$ cat config.mk
export PLATFORM = sky130hd
export DESIGN_NAME = bus_to_axi_lite_pipelined_flat
export DESIGN_NICKNAME = d
export VERILOG_FILES = /design/src/rtl/bus_to_axi_lite_pipelined_if.sv /design/src/rtl/bus_to_axi_lite_pipelined.sv /design/src/flat_wrapper.sv
export SDC_FILE = /design/constraint.sdc
export NUM_CORES = 1
export LEC_CHECK = 0
export ABC_AREA = 1
export BUFFER_PORTS_ARGS = -buffer_cell sky130_fd_sc_hd__buf_4
export CORE_AREA = 5 5 146 148
export CTS_CLUSTER_DIAMETER = 50
export DETAILED_ROUTE_END_ITERATION = 10
export DIE_AREA = 0 0 151 153
export GPL_ROUTABILITY_DRIVEN = 0
export GPL_TIMING_DRIVEN = 0
export PLACE_DENSITY = 0.57
export SLEW_MARGIN = 20
export SYNTH_ARGS = -nofsm -noshare
export SYNTH_HDL_FRONTEND = slang
export SYNTH_SLANG_ARGS = --single-unit
$ cat constraint.sdc
create_clock -name clock -period 4.4 [get_ports clock]
set_input_delay 0.44 -clock clock [delete_from_list [all_inputs] [get_ports clock]]
set_output_delay 0.44 -clock clock [all_outputs]
set_load 0.005 [all_outputs]
$ cat src/rtl/bus_to_axi_lite_pipelined_if.sv
// rtl/bus_to_axi_lite_pipelined_if.sv - MemoryBus interface with word-indexed address and ID tagging
interface MemoryBus #(
    parameter int ADDR_W = 30,
    parameter int DATA_W = 24,
    parameter int ID_W   = 8
);
    logic              msValid;
    logic              msWrite;
    logic [ADDR_W-1:0] msAddress;
    logic [DATA_W-1:0] msData;
    logic [ID_W-1:0]   msID;
    logic              msTaken;
    logic              smValid;
    logic [DATA_W-1:0] smData;
    logic [ID_W-1:0]   smID;
    logic              smTaken;

    modport Slave (
        input  msValid, msWrite, msAddress, msData, msID, smTaken,
        output msTaken, smValid, smData, smID
    );

    modport Master (
        output msValid, msWrite, msAddress, msData, msID, smTaken,
        input  msTaken, smValid, smData, smID
    );
endinterface

$ cat src/rtl/bus_to_axi_lite_pipelined.sv
// rtl/bus_to_axi_lite_pipelined.sv - pipelined MemoryBus slave to AXI4-Lite master bridge; AXIL_ERR_COUNT_EN enables rresp/bresp error counters
module bus_to_axi_lite_pipelined #(
    parameter int ADDR_W     = 32,
    parameter int DATA_W     = 32,
    parameter int BUS_DATA_W = 24,
    parameter int ID_W       = 8,
    parameter int MAX_READS  = 4,
    parameter int MAX_WRITES = 4
) (
    input  logic                clock,
    input  logic                reset,
    MemoryBus.Slave             bus,
    output logic                arvalid,
    input  logic                arready,
    output logic [ADDR_W-1:0]   araddr,
    output logic [2:0]          arprot,
    output logic                awvalid,
    input  logic                awready,
    output logic [ADDR_W-1:0]   awaddr,
    output logic [2:0]          awprot,
    output logic                wvalid,
    input  logic                wready,
    output logic [DATA_W-1:0]   wdata,
    output logic [DATA_W/8-1:0] wstrb,
    input  logic                bvalid,
    output logic                bready,
    input  logic [1:0]          bresp,
    input  logic                rvalid,
    output logic                rready,
    input  logic [DATA_W-1:0]   rdata,
    input  logic [1:0]          rresp,
    output logic [15:0]         rd_err_count,
    output logic [15:0]         wr_err_count
);
    localparam int PW = $clog2(MAX_READS) + 1;
    localparam int CW = $clog2(MAX_WRITES + 1);

    logic [ID_W-1:0]   id_mem [MAX_READS];
    logic [PW-1:0]     wr_ptr, rd_ptr, fifo_count;
    logic              fifo_empty, fifo_full, rd_pop;
    logic              rd_accept, wr_accept, aw_free, w_free, wr_room, b_dec;
    logic [CW-1:0]     wcount;
    logic [ADDR_W-1:0] byte_addr;

    assign byte_addr = {bus.msAddress[ADDR_W-3:0], 2'b00};
    assign arprot    = 3'b000;
    assign awprot    = 3'b000;
    assign wstrb     = '1;
    assign bready    = 1'b1;

    // Full is judged on post-pop occupancy so a push can ride alongside a pop.
    assign fifo_count = wr_ptr - rd_ptr;
    assign fifo_empty = (wr_ptr == rd_ptr);
    assign rd_pop     = rvalid & rready;
    assign fifo_full  = (fifo_count == PW'(MAX_READS)) & !rd_pop;

    assign rready       = bus.smTaken & !fifo_empty;
    assign bus.smValid  = rvalid & !fifo_empty;
    assign bus.smID     = id_mem[rd_ptr[PW-2:0]];
    assign bus.smData   = rdata[BUS_DATA_W-1:0];

    assign aw_free   = !awvalid | awready;
    assign w_free    = !wvalid | wready;
    assign wr_room   = (wcount < CW'(MAX_WRITES)) | bvalid;
    assign rd_accept = bus.msValid & !bus.msWrite & !fifo_full & (!arvalid | arready);
    assign wr_accept = bus.msValid & bus.msWrite & aw_free & w_free & wr_room;
    assign bus.msTaken = rd_accept | wr_accept;
    assign b_dec     = bvalid & (wcount != '0);

    always_ff @(posedge clock) begin
        if (reset) begin
            wr_ptr  <= '0;
            rd_ptr  <= '0;
            arvalid <= 1'b0;
            araddr  <= '0;
        end else begin
            if (rd_accept) begin
                id_mem[wr_ptr[PW-2:0]] <= bus.msID;
                wr_ptr  <= wr_ptr + 1'b1;
                arvalid <= 1'b1;
                araddr  <= byte_addr;
            end else if (arready) begin
                arvalid <= 1'b0;
            end
            if (rd_pop)
                rd_ptr <= rd_ptr + 1'b1;
        end
    end

    always_ff @(posedge clock) begin
        if (reset) begin
            awvalid <= 1'b0;
            wvalid  <= 1'b0;
            awaddr  <= '0;
            wdata   <= '0;
            wcount  <= '0;
        end else begin
            if (wr_accept) begin
                awvalid <= 1'b1;
                wvalid  <= 1'b1;
                awaddr  <= byte_addr;
                wdata   <= DATA_W'(bus.msData);
            end else begin
                if (awready) awvalid <= 1'b0;
                if (wready)  wvalid  <= 1'b0;
            end
            case ({wr_accept, b_dec})
                2'b10:   wcount <= wcount + 1'b1;
                2'b01:   wcount <= wcount - 1'b1;
                default: wcount <= wcount;
            endcase
        end
    end

`ifdef AXIL_ERR_COUNT_EN
    always_ff @(posedge clock) begin
        if (reset) begin
            rd_err_count <= '0;
            wr_err_count <= '0;
        end else begin
            if (rd_pop && rresp != 2'b00 && rd_err_count != 16'hFFFF)
                rd_err_count <= rd_err_count + 1'b1;
            if (bvalid && bresp != 2'b00 && wr_err_count != 16'hFFFF)
                wr_err_count <= wr_err_count + 1'b1;
        end
    end
`else
    assign rd_err_count = '0;
    assign wr_err_count = '0;
`endif

    logic unused_ok;
    assign unused_ok = ^{rdata, rresp, bresp};

    // Responses with nothing outstanding indicate a misbehaving AXI slave.
    always_ff @(posedge clock) begin
        if (!reset) begin
            assert (!(rvalid && fifo_empty));
            assert (!(bvalid && wcount == '0));
        end
    end
endmodule

$ cat src/flat_wrapper.sv
// flat-port wrapper written by rule: the top's interface ports become plain ports
module bus_to_axi_lite_pipelined_flat 
#(
    parameter int ADDR_W     = 32,
    parameter int DATA_W     = 32,
    parameter int BUS_DATA_W = 24,
    parameter int ID_W       = 8,
    parameter int MAX_READS  = 4,
    parameter int MAX_WRITES = 4
)
  (clock, reset, arvalid, arready, araddr, arprot, awvalid, awready, awaddr, awprot, wvalid, wready, wdata, wstrb, bvalid, bready, bresp, rvalid, rready, rdata, rresp, rd_err_count, wr_err_count, bus_msValid, bus_msWrite, bus_msAddress, bus_msData, bus_msID, bus_smTaken, bus_msTaken, bus_smValid, bus_smData, bus_smID);
  MemoryBus #(.ADDR_W(ADDR_W), .DATA_W(DATA_W), .ID_W(ID_W)) bus_i ();
  input  logic clock;
  input  logic reset;
  output logic arvalid;
  input  logic arready;
  output logic [ADDR_W-1:0] araddr;
  output logic [2:0] arprot;
  output logic awvalid;
  input  logic awready;
  output logic [ADDR_W-1:0] awaddr;
  output logic [2:0] awprot;
  output logic wvalid;
  input  logic wready;
  output logic [DATA_W-1:0] wdata;
  output logic [DATA_W/8-1:0] wstrb;
  input  logic bvalid;
  output logic bready;
  input  logic [1:0] bresp;
  input  logic rvalid;
  output logic rready;
  input  logic [DATA_W-1:0] rdata;
  input  logic [1:0] rresp;
  output logic [15:0] rd_err_count;
  output logic [15:0] wr_err_count;
  input wire logic [$bits(bus_i.msValid)-1:0] bus_msValid;
  input wire logic [$bits(bus_i.msWrite)-1:0] bus_msWrite;
  input wire logic [$bits(bus_i.msAddress)-1:0] bus_msAddress;
  input wire logic [$bits(bus_i.msData)-1:0] bus_msData;
  input wire logic [$bits(bus_i.msID)-1:0] bus_msID;
  input wire logic [$bits(bus_i.smTaken)-1:0] bus_smTaken;
  output wire logic [$bits(bus_i.msTaken)-1:0] bus_msTaken;
  output wire logic [$bits(bus_i.smValid)-1:0] bus_smValid;
  output wire logic [$bits(bus_i.smData)-1:0] bus_smData;
  output wire logic [$bits(bus_i.smID)-1:0] bus_smID;
  assign bus_i.msValid = bus_msValid;
  assign bus_i.msWrite = bus_msWrite;
  assign bus_i.msAddress = bus_msAddress;
  assign bus_i.msData = bus_msData;
  assign bus_i.msID = bus_msID;
  assign bus_i.smTaken = bus_smTaken;
  assign bus_msTaken = bus_i.msTaken;
  assign bus_smValid = bus_i.smValid;
  assign bus_smData = bus_i.smData;
  assign bus_smID = bus_i.smID;
  bus_to_axi_lite_pipelined #(.ADDR_W(ADDR_W), .DATA_W(DATA_W), .BUS_DATA_W(BUS_DATA_W), .ID_W(ID_W), .MAX_READS(MAX_READS), .MAX_WRITES(MAX_WRITES)) u_core (.clock(clock), .reset(reset), .bus(bus_i), .arvalid(arvalid), .arready(arready), .araddr(araddr), .arprot(arprot), .awvalid(awvalid), .awready(awready), .awaddr(awaddr), .awprot(awprot), .wvalid(wvalid), .wready(wready), .wdata(wdata), .wstrb(wstrb), .bvalid(bvalid), .bready(bready), .bresp(bresp), .rvalid(rvalid), .rready(rready), .rdata(rdata), .rresp(rresp), .rd_err_count(rd_err_count), .wr_err_count(wr_err_count));
endmodule
==> impl_metrics.prom <==
# TYPE chip_impl_metric gauge
chip_impl_info{name="outcome",value="completed"} 1
chip_impl_metric{name="final_hold_viol_count",unit=""} 0
chip_impl_metric{name="drive_above_1_share",unit="%"} 34.7
chip_impl_metric{name="total_leakage_power",unit="nW"} 3.96
chip_impl_metric{name="antennaDiodeCount",unit=""} 0
chip_impl_metric{name="global_route.overflow_total",unit=""} 0
chip_impl_metric{name="hold_path_depth",unit=""} 1
chip_impl_metric{name="cts_resized",unit=""} 0
chip_impl_metric{name="r2r_setup_slack",unit="ns"} 1.82
chip_impl_metric{name="final_nets",unit=""} 1083
chip_impl_metric{name="synth_area_per_cell",unit="um^2"} 8.66
chip_impl_metric{name="cts_buffers",unit=""} 17
chip_impl_info{name="setup_repair_after_global_routing_missed_its_margin",value="false"} 1
chip_impl_metric{name="worst-slew-pin-transition",unit="ns"} 0.798
chip_impl_metric{name="drc_errors",unit=""} 0
chip_impl_metric{name="synthesis.instances",unit=""} 676
chip_impl_metric{name="fin_worst_skew",unit="ns"} 0.0130
chip_impl_metric{name="critical_path.max_fanout",unit=""} 10
chip_impl_metric{name="yosysWarnings",unit=""} 0
chip_impl_metric{name="synth_seq_cells",unit=""} 138
chip_impl_metric{name="cap_violations",unit=""} 0
chip_impl_metric{name="timing.critical_path.arrival",unit="ns"} 2.62
chip_impl_metric{name="floorplan.die.height",unit="um"} 153
chip_impl_metric{name="mappedNetlistArea",unit="um^2"} 5860
chip_impl_info{name="worst-setup-path-type",value="reg -> reg"} 1
chip_impl_metric{name="drt-total-wl",unit="um"} 18400
chip_impl_metric{name="clk_pin_slew_worst_paths",unit="ns"} 0.06
chip_impl_info{name="min_from",value="bus_msID[5]"} 1
chip_impl_metric{name="core_area",unit="um^2"} 19900
chip_impl_metric{name="drtIter0Drc",unit=""} 209
chip_impl_info{name="worstSetupEndpointType",value="flop"} 1
chip_impl_info{name="timing.hold.worst_endpoint",value="u_core.id_mem[3][5]"} 1
chip_impl_metric{name="powerDensity",unit="nW/um^2"} 402
chip_impl_metric{name="h-tree-depth",unit=""} 4
chip_impl_metric{name="timing.final.max_slew_violations",unit=""} 0
chip_impl_metric{name="rows",unit=""} 52
chip_impl_info{name="regToRegEndpoint",value="u_core.id_mem[3][1]"} 1
chip_impl_metric{name="clock_path_buffers",unit=""} 2
chip_impl_metric{name="grt_antenna_before_repair",unit=""} 0
chip_impl_metric{name="starting_density",unit="%"} 29.4
chip_impl_metric{name="cts_setup_buffers",unit=""} 0
chip_impl_metric{name="grt_pass1_wl",unit="um"} 27400
chip_impl_metric{name="peakVddDrop",unit="mV"} 0.256
chip_impl_metric{name="vias",unit=""} 5214
chip_impl_metric{name="route.detailed.vias_per_inst",unit=""} 4.21
chip_impl_metric{name="synth_cell_type_count",unit=""} 27
chip_impl_metric{name="timing.final.crit_period",unit="ns"} 2.58
chip_impl_metric{name="dp_hpwl",unit="um"} 13800
chip_impl_metric{name="drt_pass1_iterations",unit=""} 4
chip_impl_metric{name="hold_buffers",unit=""} 0
chip_impl_info{name="startpoint_of_the_worst_register_to_register_path",value="u_core.wr_ptr[0]"} 1
chip_impl_metric{name="period_share",unit="%"} 58.6
chip_impl_metric{name="setup_total_negative_slack",unit="ns"} 0
chip_impl_metric{name="portBuffers",unit=""} 208
chip_impl_metric{name="max_slew_margin",unit="%"} 46.6
chip_impl_metric{name="top_ports",unit=""} 303
chip_impl_metric{name="worst_path_required_time",unit="ns"} 4.44
chip_impl_metric{name="max_freq",unit="MHz"} 388
chip_impl_metric{name="largest_net_degree_at_the_start_of_global_routing",unit=""} 17
chip_impl_info{name="start_kind",value="flop"} 1
chip_impl_metric{name="floorplan.die_area",unit="um^2"} 23100
chip_impl_metric{name="area.growth.synth_to_final",unit="%"} 45.2
chip_impl_info{name="cts_root_buffer",value="sky130_fd_sc_hd__clkbuf_16"} 1
chip_impl_metric{name="setup-violations-final",unit=""} 0
chip_impl_metric{name="ys_seq_area_share",unit="%"} 52.6
chip_impl_metric{name="postRouteAntennaNets",unit=""} 0
chip_impl_info{name="final_cell_mix",value="sky130_fd_sc_hd__buf_4, sky130_fd_sc_hd__nor2_1, sky130_fd_sc_hd__dfxtp_1"} 1
chip_impl_info{name="min_path_type",value="in -> reg"} 1
chip_impl_metric{name="grt_pass1_vias",unit=""} 5017
chip_impl_info{name="final_common_cell",value="sky130_fd_sc_hd__buf_4"} 1
chip_impl_info{name="cts_tree",value="done"} 1
chip_impl_metric{name="grt_usage",unit="%"} 15.4
chip_impl_metric{name="wire_per_inst",unit="um"} 14.8
chip_impl_metric{name="clock_latency",unit="ns"} 0.42
chip_impl_metric{name="hold_slack",unit="ns"} 0.219
chip_impl_metric{name="tritoncts_num_sinks",unit=""} 138
chip_impl_metric{name="die-width",unit="um"} 151
chip_impl_metric{name="worstRegToRegCells",unit=""} 10
-- cell families after synthesis --
logic type | Yosys count | share of synthesized area [%]
adder cells (fa/ha/maj) | 9 | 2.05
flip-flops | 138 | 52.6
AND/OR/NAND/NOR | 248 | 18.6
XOR/XNOR | 2 | 0.299
other | 2 | 0.128
buffers and inverters | 147 | 15.0
AO/OA/AOI/OAI | 130 | 11.3
-- Yosys cell counts --
| master | n | area share, % |
|---|---|---|
| sky130_fd_sc_hd__a21oi_1 | 36 | 3.1 |
| sky130_fd_sc_hd__o22ai_1 | 9 | 0.96 |
| sky130_fd_sc_hd__nand2_4 | 1 | 0.19 |
| sky130_fd_sc_hd__nand2_2 | 1 | 0.11 |
| sky130_fd_sc_hd__a31oi_1 | 1 | 0.11 |
| sky130_fd_sc_hd__buf_2 | 5 | 0.43 |
| sky130_fd_sc_hd__nand3_4 | 2 | 0.60 |
| sky130_fd_sc_hd__inv_2 | 2 | 0.13 |
| sky130_fd_sc_hd__buf_4 | 81 | 10 |
| sky130_fd_sc_hd__dfxtp_1 | 106 | 36 |
| sky130_fd_sc_hd__nor2_2 | 1 | 0.11 |
| sky130_fd_sc_hd__nor3b_2 | 4 | 0.85 |
| sky130_fd_sc_hd__conb_1 | 2 | 0.13 |
| sky130_fd_sc_hd__nor3b_1 | 1 | 0.13 |
| sky130_fd_sc_hd__nand2_1 | 48 | 3.1 |
| sky130_fd_sc_hd__buf_1 | 1 | 0.064 |
| sky130_fd_sc_hd__clkbuf_1 | 30 | 1.9 |
| sky130_fd_sc_hd__nand4_1 | 31 | 3.3 |
| sky130_fd_sc_hd__buf_6 | 2 | 0.38 |
| sky130_fd_sc_hd__edfxtp_1 | 32 | 16 |
| sky130_fd_sc_hd__fa_1 | 1 | 0.34 |
| sky130_fd_sc_hd__nor2_1 | 158 | 10 |
| sky130_fd_sc_hd__ha_1 | 8 | 1.7 |
| sky130_fd_sc_hd__xor2_1 | 2 | 0.30 |
| sky130_fd_sc_hd__o21ai_0 | 84 | 7.2 |
| sky130_fd_sc_hd__nor3_1 | 1 | 0.085 |
| sky130_fd_sc_hd__inv_1 | 26 | 1.7 |
-- report_power, final --
| group | leakage, nW | internal [mW] | switching, mW | total (mW) |
|---|---|---|---|---|
| clock | 0.250 | 0.777 | 0.563 | 1.34 |
| sequential | 1.16 | 1.39 | 0.0485 | 1.43 |
| combinational | 2.55 | 0.311 | 0.330 | 0.641 |
| total | 3.96 | 2.47 | 0.942 | 3.42 |
-- registers in the layout, indices dropped and copies added, names as in the netlist, named ones only --
signal / count
u_core.awaddr: 30
u_core.wdata: 32
u_core.arvalid: 1
u_core.rd_ptr: 3
u_core.wr_ptr: 3
u_core.awvalid: 1
u_core.id_mem: 32
u_core.araddr: 30
u_core.wvalid: 1
u_core.wcount: 3
-- metrics by stage --
step | utilization [%] | worst slack (ns) | cells | power [mW] | instance area [um^2]
after floorplan | - | 2.28 | 729 | 1.79 | 6060
after global placement | 40.0 | 1.73 | 1207 | 2.10 | 7960
after detailed placement | 40.0 | 1.74 | 1207 | 2.11 | 7960
after CTS | 42.7 | 1.74 | 1239 | 3.46 | 8510
after global routing | 42.7 | 1.61 | 1239 | 3.60 | 8510
final | 42.7 | 1.82 | 1239 | 3.42 | 8510
-- worst max-delay path by stage --
stage,end,slack [ns],from
after floorplan,u_core.wcount[2],2.28,awready
after global placement,u_core.wcount[2],1.73,awready
after detailed placement,u_core.wcount[2],1.74,awready
after CTS,u_core.id_mem[3][1],1.74,u_core.wr_ptr[0]
after global routing,u_core.wcount[2],1.61,u_core.wcount[2]
final,u_core.id_mem[3][1],1.82,u_core.wr_ptr[0]
-- worst max-delay path, cell delays in order (launching register included) --
cell	delay (ns)
sky130_fd_sc_hd__dfxtp_1	0.36
sky130_fd_sc_hd__inv_1	0.12
sky130_fd_sc_hd__ha_1	0.29
sky130_fd_sc_hd__nand2_1	0.06
sky130_fd_sc_hd__inv_1	0.05
sky130_fd_sc_hd__nand2_2	0.10
sky130_fd_sc_hd__nand3_4	0.12
sky130_fd_sc_hd__nand2_4	0.14
sky130_fd_sc_hd__nand3_4	0.12
sky130_fd_sc_hd__buf_6	0.20
sky130_fd_sc_hd__nor3b_2	0.65
-- layout make-up --
type	count	area, um^2
clock inverters	14	123
inverters	28	105
flip-flops and latches	138	3080
multi-input cells	444	2100
fillers	2037	11400
plain buffers	119	772
clock buffers	18	429
well taps	270	338
repair buffers	208	1560
-- layer usage --
metal	vias to the layer above	track usage (%)	routed length [um]
li1	2658	-	-
met1	2351	17.7	7430
met2	196	25.4	8730
met3	9	7.67	2050
met4	0	3.76	138
met5	-	0	0
No activity file was read; power rests on OpenSTA's default activity.
